--- src/rtl/axis_upsizer.sv ---
// rtl/axis_upsizer.sv - packs RATIO narrow stream beats into one wide word, flushing early on tlast
module axis_upsizer #(
  parameter int WIDTH = 8,
  parameter int RATIO = 4
) (
  input  logic                   clock,
  input  logic                   reset,
  input  logic                   s_tvalid,
  output logic                   s_tready,
  input  logic                   s_tlast,
  input  logic [WIDTH-1:0]       s_tdata,
  output logic                   m_tvalid,
  input  logic                   m_tready,
  output logic                   m_tlast,
  output logic [RATIO-1:0]       m_tkeep,
  output logic [WIDTH*RATIO-1:0] m_tdata
);

  localparam int OUTW  = WIDTH * RATIO;
  localparam int CBITS = $clog2(RATIO);
  localparam logic [CBITS-1:0] LAST_LANE = CBITS'(RATIO - 1);

  if (RATIO < 2) begin : g_bad_ratio
    $error("axis_upsizer: RATIO must be at least 2");
  end

  logic [CBITS-1:0] lane_cnt;
  logic [OUTW-1:0]  acc_data;
  logic [RATIO-1:0] acc_keep;
  logic [OUTW-1:0]  merged_data;
  logic [RATIO-1:0] merged_keep;
  logic             accept;
  logic             closing;

  assign s_tready = !reset && (!m_tvalid || m_tready);
  assign accept   = s_tvalid && s_tready;
  assign closing  = accept && (s_tlast || (lane_cnt == LAST_LANE));

  // Accumulator lanes below the counter, the incoming beat at the counter, zeros above.
  always_comb begin
    merged_data = '0;
    merged_keep = '0;
    for (int i = 0; i < RATIO; i++) begin
      if (i < int'(lane_cnt)) begin
        merged_data[i*WIDTH +: WIDTH] = acc_data[i*WIDTH +: WIDTH];
        merged_keep[i]                = acc_keep[i];
      end else if (i == int'(lane_cnt)) begin
        merged_data[i*WIDTH +: WIDTH] = s_tdata;
        merged_keep[i]                = 1'b1;
      end
    end
  end

  always_ff @(posedge clock) begin
    if (reset) begin
      lane_cnt <= '0;
      acc_data <= '0;
      acc_keep <= '0;
      m_tvalid <= 1'b0;
      m_tlast  <= 1'b0;
      m_tkeep  <= '0;
      m_tdata  <= '0;
    end else if (closing) begin
      // s_tready guarantees any current word retires this cycle, so loading is safe.
      m_tdata  <= merged_data;
      m_tkeep  <= merged_keep;
      m_tlast  <= s_tlast;
      m_tvalid <= 1'b1;
      acc_data <= '0;
      acc_keep <= '0;
      lane_cnt <= '0;
    end else begin
      if (m_tvalid && m_tready) begin
        m_tvalid <= 1'b0;
      end
      if (accept) begin
        acc_data <= merged_data;
        acc_keep <= merged_keep;
        lane_cnt <= lane_cnt + CBITS'(1);
      end
    end
  end

endmodule

--- config.mk ---
export PLATFORM = sky130hd
export DESIGN_NAME = axis_upsizer
export DESIGN_NICKNAME = d
export VERILOG_FILES = /design/src/rtl/axis_upsizer.sv
export SDC_FILE = /design/constraint.sdc
export NUM_CORES = 1
export LEC_CHECK = 0
export ABC_CLOCK_PERIOD_IN_PS = 3000
export CAP_MARGIN = 20
export CORE_ASPECT_RATIO = 0.8
export CORE_MARGIN = 1.5
export CORE_UTILIZATION = 30
export CTS_BUF_LIST = sky130_fd_sc_hd__clkbuf_4 sky130_fd_sc_hd__clkbuf_8
export CTS_CLUSTER_SIZE = 30
export DETAILED_ROUTE_END_ITERATION = 10
export GPL_ROUTABILITY_DRIVEN = 0
export HOLD_SLACK_MARGIN = 0.15
export PLACE_DENSITY_LB_ADDON = 0.08
export SETUP_SLACK_MARGIN = 0.2
export SLEW_MARGIN = 25
export SYNTH_ARGS = -nofsm -noshare
export SYNTH_HDL_FRONTEND = slang
export SYNTH_SLANG_ARGS = --single-unit
--- constraint.sdc ---
create_clock -name clock -period 3 [get_ports clock]
set_clock_uncertainty 0.05 [all_clocks]
set_input_delay 0.6 -clock clock [delete_from_list [all_inputs] [get_ports clock]]
set_output_delay 0.6 -clock clock [all_outputs]
set_load 0.02 [all_outputs]
==> run_results.csv <==
group,metric,value,unit
outcome,status,"finished, final reports clean",
routing,drc,0,
hold_path,holdCritPathClass,"register to register",
yosys,synth_warnings,0,
clock_network,insertion_delay,0.34,ns
global_routing,grt_pass1_vias,2257,
power,power_per_cell_area,516,nW/µm²
yosys,synth.area.top_cells,"dfxtp_1, a211oi_1, a21oi_1",
critical_path,critical_path_required,2.35,ns
routing,viasPerCell,5.35,
final_layout,area_growth,26.1,%
power,clock_power_share,36.6,%
hold_path,min_path_cells,1,
floorplanning,die_w,111,µm
clock_network,cts_inserted_buffers,9,
clock_network,cts.reportedPaths.clkPinSlew,0.07,ns
global_routing,grt_use_total,15.9,%
timing,period_share,82.6,%
final_layout,finalNonFillerCells,439,
place,placed_cell_area,3360,µm²
yosys,synth_nets,298,
final_layout,diodes,0,
timing,maxSlewViolCount,0,
power,p_int,1.35,mW
final_layout,nNetsFinal,338,
timing,slew_headroom,51.0,%
job,maxCapViolCount,0,
clock_network,root_buffer,"clkbuf_8",
place,hpwl,5.02,mm
timing,rsz0062_at_grt,"false",
floorplanning,die_area,9930,µm²
clock_network,cts_setup_buffers,0,
critical_path,endpoint_kind,"primary output",
yosys,ys_top_cells_by_count,"dfxtp_1, a21oi_1, a211oi_1, a31oi_1, buf_2",
critical_path,r2r_slack,0.71,ns
global_routing,grt_pass1_wl,12.4,mm
yosys,synth_top_cell_by_area,"dfxtp_1",
routing,drtPass1Iterations,4,
final_layout,fin_area,3530,µm²
yosys,syn_inst,280,
power,combPwrFrac,11.9,%
clock_network,cts_sinks,67,
yosys,synth_most_common_cell,"dfxtp_1",
floorplanning,start_util,30.9,%
critical_path,cp_common_cell,"clkdlybuf4s50_1",
clock_network,cts_buffer_depth,2,
timing,post-route-min-period,2.48,ns
routing,drtIter0Drc,104,
global_routing,overflow,0,
timing,fmax,404,MHz
global_routing,grt_max_degree,30,
yosys,synth_area,2800,µm²
critical_path,crit_buf_inv,2,
place,placed_cells,424,
yosys,synth_top_area_share,47.9,%
timing,timing.setup.tns,0,ns
routing,ant_nets,0,
power,vdd_drop_max,0.000279,V
power,seqPwrFrac,51.4,%
routing,via_count,2350,
timing,finalSetupViolCount,0,
critical_path,critical_path.top_delay_family,"buffers and inverters",
critical_path,start_kind,"input pin",
critical_path,critPathMaxFanout,2,
critical_path,cpPeakStageDelay,0.60,ns
yosys,seq_area_frac_synth,47.9,%
floorplanning,core-area,9080,µm²
floorplanning,ioPinCount,52,
timing,worst_pin_slew,0.734,ns
critical_path,arrival,1.83,ns
clock_network,cts_resized,0,
global_routing,grt_antenna_before_repair,0,
routing,wl_per_cell,17.5,µm
yosys,async_reset_ff_share,0,%
yosys,synth_cell_types,34,
yosys,ys_ff_latch,67,
yosys,synth-edff-count,0,
power,p_leak,1.22,nW
yosys,synthFlopType,"dfxtp_1",
critical_path,slowest_stage,"clkdlybuf4s50_1",
floorplanning,dieHeight,89.5,µm
final_layout,drive_above_1_share,9.57,%
clock_network,holdBufCountCts,0,
critical_path,r2r_start,"lane_cnt[1]",
power,power_switching,0.470,mW
critical_path,crit_chain,"clkdlybuf4s50_1 > nor2b_1 > nor2_1 > clkdlybuf4s50_1",
clock_network,htreeDepth,3,
routing,drt_wl_total,7.70,mm
place,io_buffers,51,
yosys,syn_area_per_cell,10.0,µm²
hold_path,hold_start,"m_tdata[2]",
hold_path,min_to,"m_tdata[2]",
critical_path,worstSetupPathType,"input pin to primary output",
critical_path,timing.rr.end,"m_tdata[11]",
timing,hold_viol_final,0,
clock_network,cts_tree,"yes",
floorplanning,rows,31,
power,switching_share,25.8,%
critical_path,r2r_cells,4,
## per-stage QoR
step	utilization [%]	power, mW	hold slack, ns	setup slack (ns)
CTS	38.9	1.85	0.420	0.516
floorplan	-	1.09	0.387	1.04
global placement	37.0	1.18	0.398	0.466
global route	38.9	1.91	0.434	0.449
finish	38.9	1.82	0.416	0.523
detailed placement	37.0	1.18	0.397	0.416
## registers in the layout, indices dropped and copies added, names as in the netlist
name	flops
m_tkeep	4
lane_cnt	2
m_tlast	1
acc_data	24
acc_keep	3
m_tvalid	1
m_tdata	32
## routing by layer
| metal | track usage (%) | share of wire (%) |
|---|---|---|
| met5 | 0 | 0 |
| met1 | 23.1 | 54 |
| met2 | 23.6 | 42 |
| met4 | 5.18 | 0.32 |
| met3 | 3.59 | 4.1 |
## layout make-up
cell class                      count  area (µm²)
Clock inverter                      2        12.5
Multi-Input combinational cell    176        1270
Inverter                            5        18.8
Sequential cell                    67        1340
Tap cell                          115         144
Clock buffer                       13         160
Fill cell                         941        5540
Timing Repair Buffer               61         586
## layout by cell type (no fill, tap or decap), types with 2 or more instances in the layout
cell type / Yosys / routed
dfxtp_1: 67 / 67
buf_4: 2 / 10
a31oi_1: 21 / 21
nand3_1: 3 / 3
a22o_1: 8 / 8
inv_1: 4 / 4
nand4_1: 9 / 9
mux2i_1: 9 / 9
o21ai_0: 2 / 2
and2_1: 8 / 8
ha_1: 5 / 5
clkbuf_8: 0 / 10
nand2b_1: 2 / 2
clkdlybuf4s50_1: 0 / 51
clkbuf_4: 0 / 3
o31ai_1: 11 / 11
a211oi_1: 27 / 27
nor2b_1: 3 / 2
nor2_1: 3 / 3
a22oi_1: 7 / 7
a21oi_1: 32 / 32
o2bb2ai_1: 16 / 16
## worst reg2reg max path, stage by stage (launching register included)
cell and delay [ns]:
dfxtp_1 0.65, ha_1 0.28, or2_1 0.48, nand3_2 0.47, o2bb2ai_1 0.28
## power by group through the flow
| stage | Clock [mW] | Sequential (mW) | Combinational, mW |
|---|---|---|---|
| after floorplan | 0 | 0.973 | 0.119 |
| after global placement | 0 | 0.959 | 0.218 |
| after detailed placement | 0 | 0.959 | 0.219 |
| after CTS | 0.694 | 0.938 | 0.219 |
| after global routing | 0.728 | 0.942 | 0.236 |
| final | 0.669 | 0.938 | 0.218 |
## logic make-up (layout without fill, tap and decap cells)
logic type	after synthesis	after routing	synth area share [%]
mux	9	9	3.21
simple gates	35	35	8.08
compound gates	127	127	31.7
flops	67	67	47.9
fa+ha+maj	5	5	2.23
buf+inv	37	81	6.87
## how the worst max path moves through the flow
stage                  endpoint      from  cells after the start  slack [ns]
finish                 s_tready  m_tready                      4        0.52
global route           s_tready  m_tready                      4        0.45
CTS                    s_tready  m_tready                      4        0.52
detailed placement  m_tdata[26]   s_tlast                      4        0.42
global placement    m_tdata[27]   s_tlast                      4        0.47
floorplan              s_tready  m_tready                      4        1.04
No activity file was read; power rests on OpenSTA's default activity.
